`src/rtl/detect_pkg.sv`:
```
// Shared definitions for the detected-droplet frame scheduler: state codes,
// header magic word, default geometry and small arithmetic helpers.
package detect_pkg;

    typedef enum logic [2:0] {
        ST_IDLE      = 3'd0,
        ST_SIZE_RD   = 3'd1,
        ST_SIZE_CHK  = 3'd2,
        ST_DATA_RD   = 3'd3,
        ST_DATA_CAP  = 3'd4,
        ST_OUT       = 3'd5,
        ST_DRAIN_RD  = 3'd6,
        ST_DRAIN_CAP = 3'd7
    } state_t;

    localparam int DEF_PERIOD_NUM = 21;
    localparam int DEF_MAX_LINES  = 64;
    localparam int DEF_MIN_LINES  = 2;
    localparam int CNT_W          = 22;

    localparam logic [31:0] HDR_MAGIC = 32'hD40B_0001;

    // Word count of a droplet; period is a parameter-derived constant.
    function automatic logic [CNT_W-1:0] words_for(input logic [15:0] lines,
                                                   input logic [CNT_W-1:0] period);
        return CNT_W'(lines) * period;
    endfunction

    function automatic logic [15:0] sat_inc16(input logic [15:0] v);
        return (v == 16'hFFFF) ? v : v + 16'd1;
    endfunction

endpackage

```
`src/rtl/detect_frame_sched.sv`:
```
// Pulls a line count from the size FIFO, then forwards (or silently drains) that
// droplet's 128-bit words. Optional header beat per frame: DETECT_SCHED_HEADER_EN.
module detect_frame_sched
    import detect_pkg::*;
#(
    parameter int PERIOD_NUM = DEF_PERIOD_NUM,
    parameter int MAX_LINES  = DEF_MAX_LINES,
    parameter int MIN_LINES  = DEF_MIN_LINES
) (
    input  logic         clk,
    input  logic         rst_n,
    input  logic         ce,
    input  logic [31:0]  size_rddata,
    input  logic         size_rdempty,
    output logic         size_rdfifo,
    input  logic [127:0] data_rddata,
    input  logic         data_rdempty,
    output logic         data_rdfifo,
    output logic [127:0] out_data,
    output logic         out_valid,
    input  logic         out_ready,
    output logic         out_sof,
    output logic         out_eof,
    output logic [15:0]  out_lines,
    output logic [15:0]  drop_count,
    output logic         busy,
    output logic [2:0]   state_out
);

    localparam logic [15:0]      MAX_L  = 16'(MAX_LINES);
    localparam logic [15:0]      MIN_L  = 16'(MIN_LINES);
    localparam logic [CNT_W-1:0] PERIOD = CNT_W'(PERIOD_NUM);

    state_t             state_reg, state_next;
    logic [CNT_W-1:0]   counter_reg, counter_next;
    logic [15:0]        lines_reg, lines_next;
    logic               oversize_reg, oversize_next;
    logic [127:0]       data_reg, data_next;
    logic               valid_reg, valid_next;
    logic               sof_reg, sof_next;
    logic               eof_reg, eof_next;
    logic [15:0]        drop_reg, drop_next;
    logic               size_rd, data_rd;
`ifdef DETECT_SCHED_HEADER_EN
    logic               hdr_reg, hdr_next;
    logic [15:0]        idx_reg, idx_next;
`else
    logic               first_reg, first_next;
`endif

    always_comb begin
        state_next    = state_reg;
        counter_next  = counter_reg;
        lines_next    = lines_reg;
        oversize_next = oversize_reg;
        data_next     = data_reg;
        valid_next    = valid_reg;
        sof_next      = sof_reg;
        eof_next      = eof_reg;
        drop_next     = drop_reg;
        size_rd       = 1'b0;
        data_rd       = 1'b0;
`ifdef DETECT_SCHED_HEADER_EN
        hdr_next      = hdr_reg;
        idx_next      = idx_reg;
`else
        first_next    = first_reg;
`endif

        case (state_reg)
            ST_IDLE: begin
                if (!size_rdempty) begin
                    size_rd    = 1'b1;
                    state_next = ST_SIZE_RD;
                end
            end

            ST_SIZE_RD: begin
                lines_next    = size_rddata[15:0];
                oversize_next = |size_rddata[31:16];
                counter_next  = words_for(size_rddata[15:0], PERIOD);
                state_next    = ST_SIZE_CHK;
            end

            ST_SIZE_CHK: begin
                // Oversized or runt droplets still own data words that must be flushed.
                if (oversize_reg || (lines_reg > MAX_L) ||
                    ((lines_reg != 16'd0) && (lines_reg < MIN_L))) begin
                    drop_next  = sat_inc16(drop_reg);
                    state_next = ST_DRAIN_RD;
                end else if (lines_reg == 16'd0) begin
                    drop_next  = sat_inc16(drop_reg);
                    state_next = ST_IDLE;
                end else begin
`ifdef DETECT_SCHED_HEADER_EN
                    data_next  = {HDR_MAGIC, 16'd0, lines_reg, 16'd0, idx_reg, 32'd0};
                    valid_next = 1'b1;
                    sof_next   = 1'b1;
                    eof_next   = 1'b0;
                    hdr_next   = 1'b1;
                    idx_next   = idx_reg + 16'd1;
                    state_next = ST_OUT;
`else
                    first_next = 1'b1;
                    state_next = ST_DATA_RD;
`endif
                end
            end

            ST_DATA_RD: begin
                if (!data_rdempty) begin
                    data_rd    = 1'b1;
                    state_next = ST_DATA_CAP;
                end
            end

            ST_DATA_CAP: begin
                data_next  = data_rddata;
                valid_next = 1'b1;
                eof_next   = (counter_reg == CNT_W'(1));
`ifdef DETECT_SCHED_HEADER_EN
                sof_next   = 1'b0;
`else
                sof_next   = first_reg;
                first_next = 1'b0;
`endif
                state_next = ST_OUT;
            end

            ST_OUT: begin
                if (out_ready) begin
                    valid_next = 1'b0;
                    sof_next   = 1'b0;
                    eof_next   = 1'b0;
`ifdef DETECT_SCHED_HEADER_EN
                    if (hdr_reg) begin
                        hdr_next   = 1'b0;
                        state_next = ST_DATA_RD;
                    end else
`endif
                    begin
                        counter_next = counter_reg - CNT_W'(1);
                        state_next   = (counter_reg == CNT_W'(1)) ? ST_IDLE : ST_DATA_RD;
                    end
                end
            end

            ST_DRAIN_RD: begin
                // An oversize count whose low half is zero owns no words.
                if (counter_reg == '0) begin
                    state_next = ST_IDLE;
                end else if (!data_rdempty) begin
                    data_rd    = 1'b1;
                    state_next = ST_DRAIN_CAP;
                end
            end

            ST_DRAIN_CAP: begin
                counter_next = counter_reg - CNT_W'(1);
                state_next   = (counter_reg == CNT_W'(1)) ? ST_IDLE : ST_DRAIN_RD;
            end

            default: state_next = ST_IDLE;
        endcase
    end

    always_ff @(posedge clk or negedge rst_n) begin
        if (!rst_n) begin
            state_reg    <= ST_IDLE;
            counter_reg  <= '0;
            lines_reg    <= '0;
            oversize_reg <= 1'b0;
            data_reg     <= '0;
            valid_reg    <= 1'b0;
            sof_reg      <= 1'b0;
            eof_reg      <= 1'b0;
            drop_reg     <= '0;
`ifdef DETECT_SCHED_HEADER_EN
            hdr_reg      <= 1'b0;
            idx_reg      <= '0;
`else
            first_reg    <= 1'b0;
`endif
        end else if (ce) begin
            state_reg    <= state_next;
            counter_reg  <= counter_next;
            lines_reg    <= lines_next;
            oversize_reg <= oversize_next;
            data_reg     <= data_next;
            valid_reg    <= valid_next;
            sof_reg      <= sof_next;
            eof_reg      <= eof_next;
            drop_reg     <= drop_next;
`ifdef DETECT_SCHED_HEADER_EN
            hdr_reg      <= hdr_next;
            idx_reg      <= idx_next;
`else
            first_reg    <= first_next;
`endif
        end
    end

    // Read strobes are combinational so the FIFO word is present the next cycle;
    // gating with rst_n keeps them quiet for the whole reset window.
    assign size_rdfifo = size_rd & ce & rst_n;
    assign data_rdfifo = data_rd & ce & rst_n;

    assign out_data   = data_reg;
    assign out_valid  = valid_reg;
    assign out_sof    = sof_reg;
    assign out_eof    = eof_reg;
    assign out_lines  = lines_reg;
    assign drop_count = drop_reg;
    assign busy       = (state_reg != ST_IDLE);
    assign state_out  = state_reg;

endmodule

```
`config.mk`:
```
export PLATFORM = sky130hd
export DESIGN_NAME = detect_frame_sched
export DESIGN_NICKNAME = d
export VERILOG_FILES = /design/src/rtl/detect_pkg.sv /design/src/rtl/detect_frame_sched.sv
export SDC_FILE = /design/constraint.sdc
export NUM_CORES = 1
export LEC_CHECK = 0
export CAP_MARGIN = 25
export CORE_ASPECT_RATIO = 0.7
export CORE_UTILIZATION = 45
export CTS_CLUSTER_DIAMETER = 100
export DETAILED_ROUTE_END_ITERATION = 12
export PLACE_DENSITY = 0.92
export SLEW_MARGIN = 10
export SYNTH_ARGS = -nofsm -noshare
export SYNTH_HDL_FRONTEND = slang
export SYNTH_SLANG_ARGS = --single-unit
```
`constraint.sdc`:
```
create_clock -name clk -period 2.4 [get_ports clk]
set_input_delay 0.36 -clock clk [delete_from_list [all_inputs] [get_ports clk]]
set_output_delay 0.36 -clock clk [all_outputs]
set_load 0.01 [all_outputs]
```
==> flow_summary.toml, run 1 <==
[outcome]
status = "finished with violations"
violations = "setup timing"

[routing]
drc = 0
vias = 8543
wl_um = 29900
drt-initial-drc-count = 627
ant_nets = 0
wl_per_cell_um = 19.0
drt_first_pass_iters = 5
viasPerCell = 5.43

[timing]
finClkSkew_ns = 0.0160
finalSetupViolCount = 15
worst_slew_pin_slew_ns = 0.823
hold_viol = 0
report.final.slew_viol_count = 0
period_share_pct = 123
whs_ns = 0.0411
timing.fmax_ghz = 0.340
slew_headroom_pct = 45.2
worst_slack_ns = -0.542
grt_setup_unrepaired = "true"
min_period_ns = 2.94

[pwr]
seq_power_share_pct = 31.8
p_leak_nw = 6.67
cellPowerDensity_mw_per_mm2 = 1140
p_sw_share_pct = 34.3
vdd_drop_max_v = 0.000795
p_total_mw = 17.7
clkPwrFrac_pct = 17.9
comb_power_share_pct = 50.3
internal-power_mw = 11.7
p_sw_mw = 6.09

[logic_synthesis]
syn_nets = 1067
synth_cell_types = 70
synth_area_mm2 = 0.00963
synth_seq_cells = 190
yosys-top-cells-area = "dfrtp_1, mux2_2, ha_1, nand2_1, o21ai_0"
avgSynthCellArea_um2 = 11.5
ys.flop_type = "dfrtp_1"
synthArstFlopShare_pct = 100
synth_edf_count = 0
yosys_warnings = 0
ys_seq_area_share_pct = 49.4
postSynthCellCount = 837
synth.largest_area_cell = "dfrtp_1"
synth_top_area_share_pct = 49.4

[setup_path]
crit_chain = "buf_8 -> ha_4 -> ha_4 -> inv_2 -> fa_1 -> inv_2 -> ha_4 -> nand4_1 -> or2_4 -> o221ai_4 -> a32oi_1 -> o21bai_1 -> xnor2_1 -> o211ai_1"
crit_path_start_kind = "input port"
crit_fanout = 4
cp_slowest_stage_delay_ns = 0.52
required_ns = 2.71
cp_common_cell = "ha_4"
r2r-start = "out_lines[3]"
crit_start = "size_rddata[8]"
path_buf_inv = 3
arrival_ns = 3.25
crit_family = "adder cells"
critPathKind = "in2reg"
crit_path_top_delay_cell = "fa_1"
critPathCaptureType = "flip-flop"

[global_routing]
grt_pass1_wl_um = 45900
antenna_found_initial = 0
grt_pass1_vias = 8811
grt_max_degree = 123
grt_use_total_pct = 27.0
gr-total-overflow = 0

[die]
core_area_mm2 = 0.0209
start_util_pct = 46.1
pin_count = 335
num_rows = 44
die_area_mm2 = 0.0220
fp.dieH_um = 124
die_w_um = 177

[clock_tree]
holdBufCountCts = 0
clk_path_buf_depth = 2
insertion_delay_ns = 0.44
htree_num_levels = 4
cts_tree = "built"
numClockSinks = 190
cts.clk_slew.worst_paths_ns = 0.08
numCtsBuffers = 17
ctsRootBufferMaster = "clkbuf_16"

[cells_and_area]
fin_area_mm2 = 0.0155
syn2layout_area_growth_pct = 61.0
drive_gt1_share_pct = 30.6
largest_reg_flops = 128
n_antenna_cell = 0
nets = 1514

[placement]
dp_hpwl_um = 21800
dp_worst_setup_slack_ns = -1.45
numPortBuffers = 334
routabilityCongestion = 0.860
place_area_mm2 = 0.0144

[min_path]
hp-class = "in2async"

[run]
cap_violations = 0
synthesized netlist by cell type (3+ instances only):
cell	count
nand2_1	68
and3_1	7
a31oi_1	5
mux2_2	128
inv_1	54
nor4_1	8
clkbuf_1	22
o211ai_1	5
xor2_1	10
or3_1	5
nor2_1	30
nand4_1	7
ha_1	55
nor3_2	5
xnor2_1	17
or4_1	3
buf_2	11
and2_1	3
nand3_1	18
o21ai_0	45
o21ai_1	6
a211oi_1	3
nor2b_1	3
o22ai_1	3
fa_1	9
a22oi_1	7
a21oi_1	35
a21o_1	10
dfrtp_1	190
nor3_1	10
power groups by stage:
stage | Clock (mW) | Sequential [mW] | Combinational [mW]
finish | 3.18 | 5.63 | 8.93
global route | 3.37 | 5.81 | 9.50
floorplan | 0 | 6.16 | 3.25
detailed placement | 0 | 5.67 | 8.39
CTS | 3.24 | 5.64 | 8.70
global placement | 0 | 5.55 | 8.10
path summary, 6_finish.rpt:
kind,end,slack (ns),depth (start not counted)
max in group asynchronous,out_data[7],1.69,2
hold / removal,counter_reg[18],0.04,2
setup reg to reg,drop_count[12],0.05,7
setup / recovery,counter_reg[18],-0.54,14
hold reg to reg,drop_count[6],0.50,1
min in group clk,out_lines[3],0.14,3
timing repair:
action                     in CTS  in global routing
gates resized for setup       118                 17
pin swaps                      49                 39
setup endpoints to repair      18                 15
buffers inserted               13                  9
cloned                          0                  0
kinds of logic (layout without fill, tap and decap cells):
kind of cell	count (synthesis)	after routing	share of synthesized area, %
AOI/OAI and AO/OA	146	146	9.71
DFF	190	190	49.4
muxes	131	131	15.3
and+or+nand+nor	191	191	10.5
adders and majority gates	64	64	9.02
xor gates and xnor gates	27	27	2.46
buffers and inverters	88	548	3.59
cell usage in the layout (no fill, tap or decap), types with 22 or more instances in the layout:
master           synthesis  layout
a21oi_1                 35      29
buf_4                    0     117
clkdlybuf4s50_1          0     317
dfrtp_1                190     190
ha_1                    55      22
ha_4                     0      30
inv_1                   54      39
mux2_2                 128     128
nand2_1                 68      67
nor2_1                  30      29
o21ai_0                 45      40
per-stage QoR:
step / cells / utilization [%] / setup TNS, ns
floorplan: 837 / - / -5.20
global placement: 1521 / 68.8 / -17.61
detailed placement: 1521 / 68.8 / -19.11
CTS: 1566 / 73.6 / -3.20
global route: 1573 / 74.3 / -5.80
finish: 1573 / 74.3 / -5.00
cell type report:
class / instances / area, um^2
clock buffer: 18 / 429
clock inverter: 14 / 226
fill: 1273 / 5360
inverter: 54 / 203
multi-input combinational: 559 / 5110
sequential: 190 / 4750
tap: 276 / 345
timing repair buffer: 462 / 4430
metal layers:
layer,wire [um],global-route usage (%),vias up
met5,0,0,-
met4,854,11.1,0
met3,2370,6.81,68
met2,15000,45.3,416
met1,11700,33.1,4194
li1,-,-,3865
(Power assumes the default switching activity.)
==> run 2: changes to the inputs <==
--- a/config.mk
+++ b/config.mk
@@ -5,12 +5,11 @@
 export SDC_FILE = /design/constraint.sdc
 export NUM_CORES = 1
 export LEC_CHECK = 0
-export CAP_MARGIN = 25
 export CORE_ASPECT_RATIO = 0.7
-export CORE_UTILIZATION = 45
+export CORE_UTILIZATION = 46
 export CTS_CLUSTER_DIAMETER = 100
 export DETAILED_ROUTE_END_ITERATION = 12
-export PLACE_DENSITY = 0.92
+export PLACE_DENSITY = 0.93
 export SLEW_MARGIN = 10
 export SYNTH_ARGS = -nofsm -noshare
 export SYNTH_HDL_FRONTEND = slang
==> run 2 against run 1 <==
  * Worst hold slack got worse by 0.031 ns
  * Via count is 0.80% higher
  * Sequential share of layout area rose by 0.32 points
  * Power fell by 1.2%
  * Global-route usage up 0.85 points
  * Non-clock buffer count shrank 6
  * Critical path depth unchanged
  * Highest routed layer unchanged
  * Sequential cell count unchanged
  * Final area is 0.98% lower
  * The run still ends with setup timing left
==> flow_summary.toml, run 2 (synthesis results as in run 1) <==
[outcome]
status = "finished with violations"
violations = "setup timing"

[pwr]
p_total_mw = 17.5
p_sw_mw = 6.34
seq_power_share_pct = 32.8
comb_power_share_pct = 51.4
p_leak_nw = 6.62
vdd_drop_max_v = 0.000674
p_sw_share_pct = 36.2
clkPwrFrac_pct = 15.8
internal-power_mw = 11.2
cellPowerDensity_mw_per_mm2 = 1140

[die]
die_w_um = 175
num_rows = 43
start_util_pct = 47.7
die_area_mm2 = 0.0215
fp.dieH_um = 123
core_area_mm2 = 0.0202
pin_count = 335

[setup_path]
cp_common_cell = "ha_4"
arrival_ns = 3.22
crit_path_top_delay_cell = "fa_1"
critPathKind = "in2reg"
crit_fanout = 4
reg2reg_depth = 12
critPathCaptureType = "flip-flop"
r2r-start = "counter_reg[1]"
r2r-end = "counter_reg[20]"
crit_path_start_kind = "input port"
reg2reg_slack_ns = -0.02
crit_chain = "buf_8 -> ha_4 -> ha_4 -> inv_2 -> fa_1 -> inv_2 -> ha_4 -> nand4_1 -> or2_4 -> o221ai_4 -> a32oi_1 -> o21bai_1 -> xnor2_1 -> o211ai_1"
required_ns = 2.69
cp_slowest_stage_delay_ns = 0.53

[routing]
drt_first_pass_iters = 6
wl_um = 31600
highest_layer = "met4"
wl_per_cell_um = 20.2
drc = 0
ant_nets = 0
wl_met2_um = 15800
viasPerCell = 5.52
wl_met3_um = 2270
wl_met1_um = 12400
drt-initial-drc-count = 824
vias = 8611

[global_routing]
grt_max_degree = 120
grt_pass1_vias = 8714
gr-total-overflow = 0
antenna_found_initial = 1
grt_use_total_pct = 27.9
grt_pass1_wl_um = 46300

[cells_and_area]
most-common-layout-cells = "clkdlybuf4s50_1, dfrtp_1, mux2_2, buf_4, nand2_1"
nets = 1508
final_common_cell = "clkdlybuf4s50_1"
drive_gt1_share_pct = 29.8
largest_reg_flops = 128
fillCellCount = 1236
syn2layout_area_growth_pct = 59.5

[placement]
routabilityCongestion = 0.914
dp_hpwl_um = 22300
numPortBuffers = 334
dp_worst_setup_slack_ns = -1.39

[timing]
report.final.slew_viol_count = 0
timing.fmax_ghz = 0.342
hold_viol = 0
slew_headroom_pct = 40.1
worst_slew_pin_slew_ns = 0.898
finalSetupViolCount = 15
grt_setup_unrepaired = "true"
worst_slack_ns = -0.527
finClkSkew_ns = 0.0137
min_period_ns = 2.93
period_share_pct = 122
whs_ns = 0.00987
finalSetupTns_ns = -5.23

[clock_tree]
ctsRootBufferMaster = "clkbuf_16"
insertion_delay_ns = 0.43
clk_path_buf_depth = 2
htree_num_levels = 4
cts_tree = "built"
numCtsBuffers = 17
cts.clk_slew.worst_paths_ns = 0.08
numClockSinks = 190
holdBufCountCts = 0

[min_path]
hp-class = "in2async"

[run]
cap_violations = 0
run 2: metal layers:
metal  vias to the layer above  GRT usage (%)
li1                       3867              -
met1                      4171           34.3
met2                       467           48.6
met3                       106           6.67
met4                         0           9.08
met5                         -              0
run 2: timing repair:
| item | CTS | global route |
|---|---|---|
| gates resized for setup | 101 | 21 |
| endpoints found under the setup margin | 18 | 18 |
| pin swaps | 55 | 34 |
| setup buffers | 17 | 9 |
run 2: critical path, delay by kind of cell:
| family | cells | cell delay, ns |
|---|---|---|
| XOR/XNOR | 1 | 0.16 |
| AO/OA/AOI/OAI | 4 | 0.73 |
| adder cells (fa/ha/maj) | 4 | 1.30 |
| buffers and inverters | 3 | 0.20 |
| AND/OR/NAND/NOR | 2 | 0.45 |
run 2: layout make-up:
| cell class | count | area (um^2) | share of cell area, % |
|---|---|---|---|
| clock buffer | 17 | 425 | 2.77 |
| sequential | 190 | 4760 | 31.0 |
| antenna | 1 | 2.50 | 0.0163 |
| tap | 270 | 338 | 2.20 |
| clock inverter | 14 | 146 | 0.954 |
| timing repair buffer | 456 | 4400 | 28.7 |
| inverter | 54 | 203 | 1.32 |
| multi-input combinational | 559 | 5080 | 33.1 |
run 2: through the flow:
step | util [%] | instances | area [um^2]
4_1_cts | 75.1 | 1552 | 15200
3_5_place_dp | 71.1 | 1512 | 14300
5_1_grt | 76.1 | 1560 | 15300
3_3_place_gp | 71.1 | 1512 | 14300
6_report | 76.1 | 1561 | 15300
2_1_floorplan | - | 837 | 9900
run 2: how the worst max path moves through the flow:
stage	cells past startpoint	end	from
after detailed placement	14	counter_reg[18]	size_rddata[6]
after floorplan	13	counter_reg[11]	size_rddata[3]
final	14	counter_reg[18]	size_rddata[8]
after CTS	14	counter_reg[18]	size_rddata[8]
after global placement	13	counter_reg[17]	size_rddata[4]
after global routing	14	counter_reg[18]	size_rddata[8]
run 2: power groups by stage:
| stage | Clock [mW] | Sequential (mW) | Combinational, mW |
|---|---|---|---|
| 2_1_floorplan | 0 | 6.16 | 3.25 |
| 3_3_place_gp | 0 | 5.63 | 8.06 |
| 3_5_place_dp | 0 | 5.75 | 8.37 |
| 4_1_cts | 2.82 | 5.72 | 8.61 |
| 5_1_grt | 2.97 | 5.91 | 9.53 |
| 6_report | 2.77 | 5.74 | 9.00 |
